[config.mk]
export PLATFORM = sky130hd
export DESIGN_NAME = float_to_fixed
export DESIGN_NICKNAME = d
export VERILOG_FILES = /design/src/rtl/float_fixed_pkg.sv /design/src/rtl/float_unpack.sv /design/src/rtl/float_to_fixed.sv
export SDC_FILE = /design/constraint.sdc
export NUM_CORES = 1
export LEC_CHECK = 0
export CAP_MARGIN = 30
export CORE_MARGIN = 10
export CORE_UTILIZATION = 53
export CTS_BUF_LIST = sky130_fd_sc_hd__clkbuf_8 sky130_fd_sc_hd__clkbuf_16
export DETAILED_ROUTE_END_ITERATION = 6
export PLACE_DENSITY = 0.78
export REMOVE_ABC_BUFFERS = 1
export SETUP_SLACK_MARGIN = 0.4
export SLEW_MARGIN = 25
export SYNTH_ARGS = -nofsm -noshare
export SYNTH_HDL_FRONTEND = slang
export SYNTH_HIERARCHICAL = 1
export SYNTH_SLANG_ARGS = --single-unit
[constraint.sdc]
create_clock -name i_clk -period 5.6 [get_ports i_clk]
set_input_delay 1.4 -clock i_clk [delete_from_list [all_inputs] [get_ports i_clk]]
set_output_delay 1.4 -clock i_clk [all_outputs]
set_load 0.005 [all_outputs]
[src/rtl/float_fixed_pkg.sv]
// rtl/float_fixed_pkg.sv - shared types and constants for the float-to-fixed converter
package float_fixed_pkg;
    localparam int FLOAT_BIAS = 127;
    localparam int EXP_W      = 8;
    localparam int MANT_W     = 23;
    localparam int FIXED_W    = 16;

    localparam logic [FIXED_W-1:0] SAT_POS = 16'h7FFF;
    localparam logic [FIXED_W-1:0] SAT_NEG = 16'h8000;

    typedef struct packed {
        logic              sign;
        logic [EXP_W-1:0]  exp;
        logic [MANT_W-1:0] mant;
    } float_t;

    typedef struct packed {
        logic               sign;
        logic [FIXED_W-1:0] int_mag;
        logic               rnd;
        logic               sticky;
        logic               ovf;
        logic               nan;
        logic               zero;
    } s1_pay_t;
endpackage

[src/rtl/float_unpack.sv]
// rtl/float_unpack.sv - classify a single-precision value and align its significand
module float_unpack
    import float_fixed_pkg::*;
#(
    parameter int FRAC_BITS = 0
) (
    input  float_t   i_float,
    output s1_pay_t  o_pay
);

    logic signed [9:0] sh;
    logic [4:0]        rs;
    logic [23:0]       sig;
    logic [23:0]       mask;

    always_comb begin
        o_pay      = '0;
        o_pay.sign = i_float.sign;
        sig        = {1'b1, i_float.mant};
        sh         = {2'b00, i_float.exp} - 10'(FLOAT_BIAS) + 10'(FRAC_BITS);
        // sh in -1..14 maps to a right shift of 9..24, which fits in 5 bits
        rs         = 5'd23 - sh[4:0];
        mask       = (24'd1 << (rs - 5'd1)) - 24'd1;

        if (i_float.exp == 8'hFF) begin
            if (i_float.mant != '0) o_pay.nan = 1'b1;
            else                    o_pay.ovf = 1'b1;
        end else if (i_float.exp == 8'h00) begin
            o_pay.zero   = 1'b1;
            o_pay.sticky = (i_float.mant != '0);
        end else if (sh >= 10'sd16) begin
            o_pay.ovf = 1'b1;
        end else if (sh == 10'sd15) begin
            // -2^15 is the only representable value at this exponent
            if (i_float.sign && i_float.mant == '0) o_pay.int_mag = SAT_NEG;
            else                                    o_pay.ovf     = 1'b1;
        end else if (sh < -10'sd1) begin
            o_pay.sticky = 1'b1;
        end else begin
            o_pay.int_mag = 16'(sig >> rs);
            o_pay.rnd     = sig[rs - 5'd1];
            o_pay.sticky  = |(sig & mask);
        end
    end

endmodule

[src/rtl/float_to_fixed.sv]
// rtl/float_to_fixed.sv - two-stage IEEE-754 single to 16-bit fixed converter, RNE and saturating
module float_to_fixed
    import float_fixed_pkg::*;
#(
    parameter int FRAC_BITS = 0
) (
    input  logic               i_clk,
    input  logic               i_rst,
    input  logic [31:0]        i_float,
    input  logic               i_valid,
    output logic               o_ready,
    output logic [FIXED_W-1:0] o_fixed,
    output logic               o_valid,
    input  logic               i_ready,
    output logic               o_overflow,
    output logic               o_nan,
    output logic               o_inexact
);

    float_t   in_f;
    s1_pay_t  unpack_pay;
    s1_pay_t  s1_pay_d, s1_pay_q;
    logic     s1_valid_d, s1_valid_q;
    logic     out_valid_d, out_valid_q;
    logic [FIXED_W-1:0] fixed_d, fixed_q;
    logic     ovf_d, ovf_q, nan_d, nan_q, inex_d, inex_q;

    logic     s1_adv, s2_adv;
    logic [FIXED_W:0]   mag;
    logic [FIXED_W-1:0] res_fixed;
    logic     res_ovf, res_nan, res_inex;

    assign in_f = i_float;

    float_unpack #(.FRAC_BITS(FRAC_BITS)) u_unpack (
        .i_float (in_f),
        .o_pay   (unpack_pay)
    );

    always_comb begin
        mag = {1'b0, s1_pay_q.int_mag}
            + 17'(s1_pay_q.rnd & (s1_pay_q.sticky | s1_pay_q.int_mag[0]));
        res_fixed = '0;
        res_ovf   = 1'b0;
        res_nan   = 1'b0;
        res_inex  = 1'b0;
        if (s1_pay_q.nan) begin
            res_nan = 1'b1;
        end else if (s1_pay_q.ovf) begin
            res_ovf   = 1'b1;
            res_fixed = s1_pay_q.sign ? SAT_NEG : SAT_POS;
        end else if (s1_pay_q.zero) begin
            res_inex = s1_pay_q.sticky;
        end else if (!s1_pay_q.sign && mag > 17'd32767) begin
            res_ovf   = 1'b1;
            res_fixed = SAT_POS;
        end else if (s1_pay_q.sign && mag > 17'd32768) begin
            res_ovf   = 1'b1;
            res_fixed = SAT_NEG;
        end else begin
            res_inex  = s1_pay_q.rnd | s1_pay_q.sticky;
            res_fixed = s1_pay_q.sign ? (~mag[FIXED_W-1:0] + 16'd1) : mag[FIXED_W-1:0];
        end
    end

    always_comb begin
        s2_adv  = !out_valid_q || i_ready;
        s1_adv  = !s1_valid_q || s2_adv;
        o_ready = s1_adv;

        s1_valid_d  = s1_adv ? i_valid : s1_valid_q;
        s1_pay_d    = (s1_adv && i_valid) ? unpack_pay : s1_pay_q;
        out_valid_d = s2_adv ? s1_valid_q : out_valid_q;

        fixed_d = fixed_q;
        ovf_d   = ovf_q;
        nan_d   = nan_q;
        inex_d  = inex_q;
        if (s2_adv && s1_valid_q) begin
            fixed_d = res_fixed;
            ovf_d   = res_ovf;
            nan_d   = res_nan;
            inex_d  = res_inex;
        end
    end

    always_ff @(posedge i_clk) begin
        if (i_rst) begin
            s1_valid_q  <= 1'b0;
            s1_pay_q    <= '0;
            out_valid_q <= 1'b0;
            fixed_q     <= '0;
            ovf_q       <= 1'b0;
            nan_q       <= 1'b0;
            inex_q      <= 1'b0;
        end else begin
            s1_valid_q  <= s1_valid_d;
            s1_pay_q    <= s1_pay_d;
            out_valid_q <= out_valid_d;
            fixed_q     <= fixed_d;
            ovf_q       <= ovf_d;
            nan_q       <= nan_d;
            inex_q      <= inex_d;
        end
    end

    assign o_valid    = out_valid_q;
    assign o_fixed    = fixed_q;
    assign o_overflow = ovf_q;
    assign o_nan      = nan_q;
    assign o_inexact  = inex_q;

endmodule

; ---- Word level (Yosys, flattened, before mapping)
; Index checks and enable logic that the tools add are counted.
[word_totals]
regBits = 43
in_bits = 36
latchBits = 0
n_memories = 0
ram_bits = 0
out_inout_bits = 21
mem_bits_ro = 0
wordCells = 86
[op_classes]
magnitude_cmp = 5
n_bitwise = 5
shifts = 2
div = 0
reduce_logical = 14
eq_ne = 2
muxes = 39
add_sub_neg = 6
multipliers = 0
[ops]
columns = op, n
row1 = 16-bit 2-to-1 mux, 9
row2 = 18-bit 2-to-1 mux, 2
row3 = 17-bit 2-to-1 mux, 2
row4 = 24-bit bitwise AND, 1
row5 = 1-bit 2-to-1 mux, 24
row6 = 24-bit OR reduction, 1
row7 = 1-bit by 5-bit << shifter with 24-bit output (first input constant), 1
row8 = 24-bit by 5-bit right shift with 16-bit output, 1
row9 = 24-bit by 1-bit subtractor with 24-bit output (second input constant), 1
row10 = 23-bit logical NOT, 1
row11 = 23-bit nonzero test, 1
row12 = 16-bit by 1-bit adder with 17-bit output, 1
row13 = 17-bit by 15-bit greater-than comparator with 1-bit output (second input constant), 1
row14 = 17-bit by 16-bit greater-than comparator with 1-bit output (second input constant), 1
row15 = 16-bit by 1-bit adder with 16-bit output (second input constant), 1
row16 = 16-bit NOT, 1
row17 = 10-bit by 5-bit == test with 1-bit output (second input constant), 1
row18 = 10-bit by 6-bit greater-or-equal comparator with 1-bit output (second input constant), 1
row19 = 10-bit by 1-bit < comparator with 1-bit output (second input constant), 1
row20 = 8-bit by 7-bit subtractor with 9-bit output (second input constant), 1
row21 = 8-bit == test (second input constant), 1
row22 = 8-bit logical NOT, 1
row23 = 5-bit by 6-bit < comparator with 1-bit output (second input constant), 1
row24 = 1-bit binary-select mux with 5-bit select, 1
row25 = other kinds (8), 16

; ---- Logic depth before layout (Yosys ltp)
; Gate-level depths: netlist (run 1).
[logic_depth]
depth_word = 12
mapped_depth = 24
depth_no_buf = 20

; ---- Cells and area by module
; Netlist (run 1), hierarchy kept.
[modules_own_cells]
columns = mod, cells_per_inst, seq_area_each_um2, n_inst, area_each_um2
row1 = float_to_fixed, 334, 860.8, 1, 2829.0
row2 = float_unpack, 384, 0.0, 1, 2643.8

; ---- Worst setup path after synthesis (run 1)
; No wires, ideal clock.
[synth_path]
path_type = input to register
from = in i_float[23]
to = reg s1_pay_q[3] in the netlist's numbering
stages = 23
slack_ps = -274
arrival_time_ps = 5742
setup_ps = 132
required_ps = 5468
n_path_buf = 5
cell_sequence = buf_2 nand3_1 xor2_1 clkbuf_1 clkbuf_1 ha_1 clkbuf_1 o211a_1 a2111oi_4 nand3_2 nor2_2 nand2_1 ha_1 clkbuf_1 a211o_1 o21ai_0 nand4_1 nor4_1 nand4_1 nor4b_2 o21ai_1 nand2_1 a21oi_1
[synth_rtl]
columns = element, line_no
row1 = start: declaration, float_to_fixed.sv:9  ; input logic [31:0] i_float,
row2 = end signal: assignment, float_to_fixed.sv:98  ; s1_pay_q <= s1_pay_d;
row3 = end: declaration, float_to_fixed.sv:22  ; s1_pay_t s1_pay_d, s1_pay_q;

==> results of run 1 <==
## power by group
group,total [µW],switching (µW),internal (µW)
sequential,331,14.2,317
combinational,520,290,231
clock,232,102,130
total,1080,406,678
## flip-flops by register name, indices dropped and copies added, names as in the netlist
register and count:
o_fixed 16, s1_valid_q 1, s1_pay_q 22, o_inexact 1, o_valid 1, o_nan 1
o_overflow 1
## kinds of logic (layout without fill, tap and decap cells)
kind of cell | count (synthesis) | in the layout | share of synthesized area
adders and majority gates | 16 | 16 | 0.0366
DFF | 43 | 43 | 0.157
and+or+nand+nor | 307 | 307 | 0.293
buffers and inverters | 79 | 131 | 0.0796
AOI/OAI and AO/OA | 201 | 201 | 0.272
xor gates and xnor gates | 35 | 35 | 0.0608
muxes | 37 | 37 | 0.101
## worst paths after layout
| kind | depth (start not counted) | slack [ns] | to |
|---|---|---|---|
| max | 21 | 0.50 | s1_pay_q[3] |
| min | 2 | 0.46 | s1_pay_q[0] |
| max reg2reg | 10 | 2.08 | o_fixed[11] |
| min reg2reg | 2 | 0.46 | s1_pay_q[0] |
## per-stage QoR
step	power, µW	util	cells	hold WS, ns
after floorplan	646	-	657	0.430
after global placement	828	0.607	895	0.442
after detailed placement	835	0.608	896	0.448
after CTS	1070	0.619	903	0.459
after global routing	1150	0.629	906	0.471
final	1080	0.629	906	0.460
## placed cells by master (no fill, tap or decap), drive strengths merged, types with 16 or more instances in the layout
master,Yosys,routed
a211oi,18,18
a21oi,47,47
a221o,16,16
buf,24,50
clkdlybuf4s50,0,52
dfxtp,43,43
ha,16,16
inv,16,16
mux2i,19,19
nand2,121,121
nand3,24,24
nor2,50,50
nor4,16,16
o21ai,39,39
xnor2,24,24
## critical path, stage by stage
cell and delay (ns):
clkdlybuf4s15_1 0.28, ha_2 0.23, nand3_2 0.11, xnor2_2 0.26
ha_4 0.26, nor2b_2 0.17, a2111oi_4 0.38, nand3_2 0.17
nor2_4 0.18, nand2_2 0.09, ha_4 0.21, buf_4 0.14
inv_1 0.06, or3_1 0.10, a31oi_1 0.09, a2111oi_2 0.39
nand4_1 0.17, nor4b_2 0.36, o21ai_1 0.09, nand2_1 0.06
a21oi_1 0.07
## cell type report
cell class                      count  area, µm²
Fill cell                         922       3780
Sequential cell                    43        861
Tap cell                          136        170
Clock buffer                        5       68.8
Inverter                           18       67.6
Timing Repair Buffer              106        943
Clock inverter                      2       37.5
Multi-Input combinational cell    596       4250
## per-layer routing
layer | track usage | vias up | wire length [µm]
met2 | 0.404 | 225 | 8580
li1 | - | 2781 | -
met5 | 0 | - | 0
met1 | 0.234 | 2723 | 6380
met4 | 0.107 | 0 | 677
met3 | 0.0389 | 51 | 998
## what timing repair did
item / CTS / global route
endpoints found under the hold margin: 0 / 0
resized for setup: 3 / 18
hold buffers: 0 / 0
setup buffers: 0 / 3
setup endpoints to repair: 1 / 1
pin swaps: 2 / 10
==> impl_metrics.ini, run 1 <==
[synth]
ys_async_sr_fraction = 0
synth-edff-count = 0
yosys-top-cells-area = dfxtp_1 (16%), nand2_1 (8.3%), mux4_2 (5.8%)
synthFlopType = dfxtp_1
yosys_warnings = 6
yosysMostFrequentCell = nand2_1
ys_types = 103
synthesis.area_um2 = 5470
avgSynthCellArea_um2 = 7.62
yosysTopAreaCellShare = 0.157
synth_top_area_cell = dfxtp_1
postSynthCellCount = 718
synth_common_cells = nand2_1 (121), nor2_1 (49), a21oi_1 (47), dfxtp_1 (43), clkbuf_1 (34)
seq_area_frac_synth = 0.157
synth.ff_latch_count = 43

[sta]
finalCritPeriodShare = 0.911
fmax_mhz = 196
maxSlewViolCount = 0
worst_slack_ns = 0.499
period_minus_slack_ns = 5.10
rsz0062_at_grt = false
hold_viol_final = 0
finalSetupViolations = 0
setup_tns_ns = 0
max_slew_margin = 0.541
skew_ns = 0.00690
worstMarginPinSlew_ns = 0.688

[setup_path]
path_max_fanout = 8
arrival_ns = 5.29
endpoint_kind = flip-flop
crit_start = i_float[23]
r2r_start = s1_pay_q[5]
start_kind = input port
cp.required_ns = 5.79
critPathKind = in2reg

[placement]
portBuffers = 56
routabilityCongestion = 0.976
place_hpwl_um = 13000
place_ws_ns = -0.108
place_area_um2 = 6190

[detailed_routing]
vias = 5780
drc = 0
antenna_left = 0
vias_per_cell = 6.38
drt_iter0_markers = 401
wl_um = 16600
wire_per_inst_um = 18.4
first_pass_iters = 5

[final_layout]
final_nets = 822
drive_above_1_share = 0.168
area_growth_pct = 17.0
finalInstanceArea_um2 = 6400
antennaDiodeCount = 0

[die]
coreArea_um2 = 10200
core.rowCount = 37
die-height_um = 122
io_pins = 57
dieArea_um2 = 14800
die_w_um = 122
start_util = 0.537

[clocking]
root_buffer = clkbuf_8
cts_tree = done
cts.reportedPaths.clkPinSlew_ns = 0.08
worstSkewPairLatency_ns = 0.30
cts.sink_count = 43
ctsHtreeMaxLevel = 2
cts_made_buffers = 5
cts.path.max_buffers = 2

[global_routing]
grt_max_degree = 34
antenna_found_initial = 0
track_usage = 0.218
grt_pass1_wl_um = 27100
grt_pass1_vias = 5537
grt-ovfl-total = 0

[power]
p_per_area_nw_per_um2 = 169
ir_worst_vdd_v = 0.000149
p_leak_uw = 0.00238

[outcome]
status = finished clean

[hold_path]
hp-class = reg2reg
holdCritStartpoint = s1_pay_q[0]

[run]
maxCapViolations = 0
(Power assumes the default switching activity.)
==> run 2, diff against run 1 <==
- CORE_MARGIN: 10 -> 5
- CORE_UTILIZATION: 53 -> 60
- DONT_BUFFER_PORTS: not set -> 1
- PLACE_DENSITY: 0.78 -> 0.79
==> run 2 against run 1 <==
Clock skew rose by 0.0017 ns. Sequential share of layout area increased by 2.3 points. Critical path depth shrank 1. Total power shrank 11%. Via count down 6.9%. Register-to-register slack got worse by 0.10 ns. Largest cell class unchanged. Setup slack improved by 0.16 ns. Clock power fell by 8%. Global-route usage grew 6.1 points.
==> impl_metrics.ini, run 2 (synthesized netlist as in run 1, its figures left out) <==
[outcome]
status = finished clean

[final_layout]
area_growth_pct = -0.251
largest_reg_flops = 22
final_common_cell = nand2_1
finalInstanceArea_um2 = 5460
drive_above_1_share = 0.125
fillers = 816
antennaDiodeCount = 0
most-common-layout-cells = nand2_1 (121), nor2_1 (49), a21oi_1 (47)
regMostFlops = s1_pay_q
final_nets = 731

[run]
maxCapViolations = 0

[setup_path]
crit_start = i_float[23]
critPathKind = in2reg
arrival_ns = 5.13
endpoint_kind = flip-flop
start_kind = input port
path_max_fanout = 42
timing.rr.end = o_fixed[9]
r2r_start = s1_pay_q[5]
cp.required_ns = 5.79
cp-endpoint = s1_pay_q[3]
ff2ff_path_depth = 10
reg2reg_slack_ns = 1.98

[detailed_routing]
wire_per_inst_um = 19.9
antenna_left = 0
vias = 5381
drt_iter0_markers = 425
vias_per_cell = 6.83
first_pass_iters = 5
wl_um = 15600
drc = 0

[global_routing]
grt_pass1_wl_um = 26100
grt-ovfl-total = 0
track_usage = 0.280
grt_max_degree = 43
antenna_found_initial = 0
grt_pass1_vias = 5252

[clocking]
cts_made_buffers = 5
root_buffer = clkbuf_8
cts.path.max_buffers = 2
worstSkewPairLatency_ns = 0.30
ctsHtreeMaxLevel = 2
cts_setup_buffers = 0
cts.reportedPaths.clkPinSlew_ns = 0.08
cts.sink_count = 43
cts_tree = done

[die]
io_pins = 57
core.rowCount = 34
die-height_um = 106
start_util = 0.621
coreArea_um2 = 8810
dieArea_um2 = 11100
die_w_um = 106

[hold_path]
holdCritStartpoint = s1_pay_q[0]
hp-class = reg2reg

[sta]
finalCritPeriodShare = 0.882
max_slew_margin = 0.495
skew_ns = 0.00855
worstMarginPinSlew_ns = 0.755
rsz0062_at_grt = false
fmax_mhz = 202
hold_viol_final = 0
finalSetupViolations = 0
maxSlewViolCount = 0
hold_ws_ns = 0.455
period_minus_slack_ns = 4.94

[placement]
portBuffers = 0
routabilityCongestion = 0.961
place_area_um2 = 5340
place_hpwl_um = 11900

[power]
p_per_area_nw_per_um2 = 176
ir_worst_vdd_v = 0.0000769
p_leak_uw = 0.00196
==> run 2: changes by cell type in the layout (fill, tap and decap cells not counted), moves of 2 or more <==
cell,delta
clkdlybuf4s50_1,-52
buf_4,-36
dlymetal6s2s_1,-3
ha_1,+3
ha_4,-2
nand2_1,+2
nand2_2,-2
nand3_1,+2
nand3_2,-2
==> run 2: stage by stage <==
step / std cells / TNS (ns) / util / setup WS [ns] / total power [µW]
after floorplan: 657 / -0.300 / - / -0.300 / 646
after global placement: 778 / 0 / 0.606 / 0.626 / 737
after detailed placement: 778 / 0 / 0.606 / 0.425 / 742
after CTS: 786 / 0 / 0.618 / 0.719 / 955
after global routing: 788 / 0 / 0.620 / 0.401 / 1020
final: 788 / 0 / 0.620 / 0.661 / 960
==> run 2: power breakdown <==
part           internal [µW]  switching [µW]  total, µW
Combinational            172             242        414
Sequential               317            15.4        332
Clock                    101             113        213
Total                    589             370        960
==> run 2: critical path, stage by stage <==
cell	delay, ns
ha_1	0.15
nand3_1	0.16
xnor2_2	0.19
ha_1	0.36
o211a_1	0.17
a2111oi_4	0.36
nand3_2	0.13
nor2_2	0.21
nand2_1	0.08
ha_1	0.21
buf_4	0.19
a211o_1	0.25
o21ai_0	0.14
nand4_1	0.11
nor4_1	0.35
nand4_1	0.16
nor4b_2	0.30
o21ai_1	0.09
nand2_1	0.06
a21oi_1	0.05
==> run 2: how the worst min path moves through the flow <==
| stage | cells after the start | endpoint |
|---|---|---|
| after floorplan | 2 | s1_pay_q[0] |
| after global placement | 2 | s1_pay_q[0] |
| after detailed placement | 2 | s1_pay_q[0] |
| after CTS | 2 | s1_pay_q[0] |
| after global routing | 2 | s1_pay_q[0] |
| final | 2 | s1_pay_q[0] |
==> run 2: repair_timing <==
item / in CTS / in global routing
gates resized for setup: 0 / 1
setup endpoints to repair: 0 / 1
hold buffers: 0 / 0
==> run 2: metal layers <==
| metal | wire (µm) | vias up | GRT usage |
|---|---|---|---|
| met4 | 769 | 0 | 0.137 |
| met1 | 6320 | 2531 | 0.322 |
| met2 | 7520 | 191 | 0.485 |
| met5 | 0 | - | 0 |
| met3 | 1040 | 64 | 0.0685 |
| li1 | - | 2595 | - |
==> run 2: layout make-up <==
| cell class | instances | area (µm²) | share of cell area |
|---|---|---|---|
| clock inverters | 2 | 16.3 | 0.00298 |
| inverters | 18 | 67.6 | 0.0124 |
| clock buffers | 6 | 82.6 | 0.0151 |
| repair buffers | 15 | 110 | 0.0202 |
| multi-input cells | 596 | 4190 | 0.767 |
| flip-flops and latches | 43 | 861 | 0.158 |
| well taps | 108 | 135 | 0.0248 |
==> run 3, diff against run 2 <==
- PLACE_DENSITY: 0.79 -> not set
- PLACE_DENSITY_LB_ADDON: not set -> 0.2
==> run 3 against run 2 <==
Critical endpoint unchanged. Setup slack gained 0.046 ns. Largest power group unchanged. Clock skew is 0.0037 ns lower. Non-clock buffer count is 2 lower.
==> impl_metrics.ini, run 3 (synthesized netlist as in run 1, its figures left out) <==
[outcome]
status = finished clean

[setup_path]
cp.required_ns = 5.79
path_max_fanout = 42
endpoint_kind = flip-flop
arrival_ns = 5.08
critPathKind = in2reg
start_kind = input port
ff2ff_path_depth = 10

[final_layout]
final_common_cell = nand2_1
regMostFlops = s1_pay_q
drive_above_1_share = 0.120
finalInstanceArea_um2 = 5440
largest_reg_flops = 22
multiInputGateArea_um2 = 4190
area_growth_pct = -0.663
antennaDiodeCount = 0
most-common-layout-cells = nand2_1 (121), nor2_1 (49), a21oi_1 (47)
seq_area_um2 = 861
fillers = 820
final_cells = 785
final_nets = 729

[global_routing]
grt_max_degree = 43
antenna_found_initial = 0
grt_pass1_wl_um = 24900
track_usage = 0.266
grt_pass1_vias = 5000
grt-ovfl-total = 0

[sta]
hold_viol_final = 0
max_slew_margin = 0.427
period_minus_slack_ns = 4.89
setup_tns_ns = 0
fmax_mhz = 204
finalSetupViolations = 0
skew_ns = 0.00484
worstMarginPinSlew_ns = 0.852
finalCritPeriodShare = 0.874
rsz0062_at_grt = false
maxSlewViolCount = 0

[clocking]
cts.path.max_buffers = 2
cts_made_buffers = 5
cts.reportedPaths.clkPinSlew_ns = 0.07
cts.sink_count = 43
worstSkewPairLatency_ns = 0.29
ctsHtreeMaxLevel = 2
root_buffer = clkbuf_8
cts_tree = done
cts_setup_buffers = 0

[hold_path]
holdPathStages = 2
hp-class = reg2reg

[die]
dieArea_um2 = 11100
start_util = 0.621
io_pins = 57
die-height_um = 106
coreArea_um2 = 8810
die_w_um = 106
core.rowCount = 34

[placement]
place_area_um2 = 5330
dp_cells = 777
routabilityCongestion = 0.941
place_hpwl_um = 11600
portBuffers = 0

[detailed_routing]
vias_per_cell = 6.68
antenna_left = 0
wire_per_inst_um = 19.3
drt_iter0_markers = 373
first_pass_iters = 5
wl_um = 15100
drc = 0
vias = 5246

[power]
p_leak_uw = 0.00195
ir_worst_vdd_v = 0.000102
p_per_area_nw_per_um2 = 172

[run]
maxCapViolations = 0
run 3: through the flow:
stage               utilization  hold slack, ns  total power, µW  setup WS [ns]
finish                    0.617           0.450              937          0.708
global route              0.617           0.491              992          0.392
CTS                       0.615           0.454              931          0.788
detailed placement        0.605           0.443              737          0.473
global placement          0.605           0.439              734          0.568
floorplan                     -           0.430              646         -0.300
run 3: routing by layer:
layer,GRT usage,routed length [µm]
met1,0.306,6020
met2,0.484,7640
met3,0.0452,1010
met4,0.110,472
met5,0,0
run 3: worst max-delay path: stages:
cell and delay (ns):
ha_1 0.21, buf_4 0.18, xnor2_4 0.47, inv_2 0.14
ha_1 0.35, o21ai_1 0.31, nor2_4 0.09, nand2_1 0.09
ha_1 0.18, buf_4 0.19, nand2_1 0.10, nand2_1 0.10
a221oi_1 0.08, o221a_2 0.27, a311oi_1 0.20, nand4_1 0.16
nor4b_2 0.34, o21ai_1 0.09, nand2_1 0.06, a21oi_1 0.06
run 3: cell type report:
cell class,count,share of cell area
clock inverters,1,0.000921
clock buffers,6,0.0152
repair buffers,13,0.0180
flip-flops and latches,43,0.158
multi-input cells,596,0.770
well taps,108,0.0249
inverters,18,0.0124
run 3: worst paths after layout:
path	startpoint	to	slack, ns
max	i_float[23]	s1_pay_q[3]	0.71
max reg2reg	s1_pay_q[5]	o_fixed[0]	2.08
min reg2reg	s1_pay_q[0]	s1_pay_q[0]	0.45
min	s1_pay_q[0]	s1_pay_q[0]	0.45
run 3: repair_timing:
item,4_1_cts,5_1_grt
endpoints found under the setup margin,0,1
hold endpoints to repair,0,0
hold buffers,0,0
resized for setup,0,2
run 3: where the power goes:
group / leakage (µW) / switching (µW) / total (µW) / internal, µW
clock network: 0.0000470 / 98.6 / 195 / 96.7
logic: 0.00155 / 239 / 409 / 170
registers: 0.000349 / 15.2 / 332 / 317
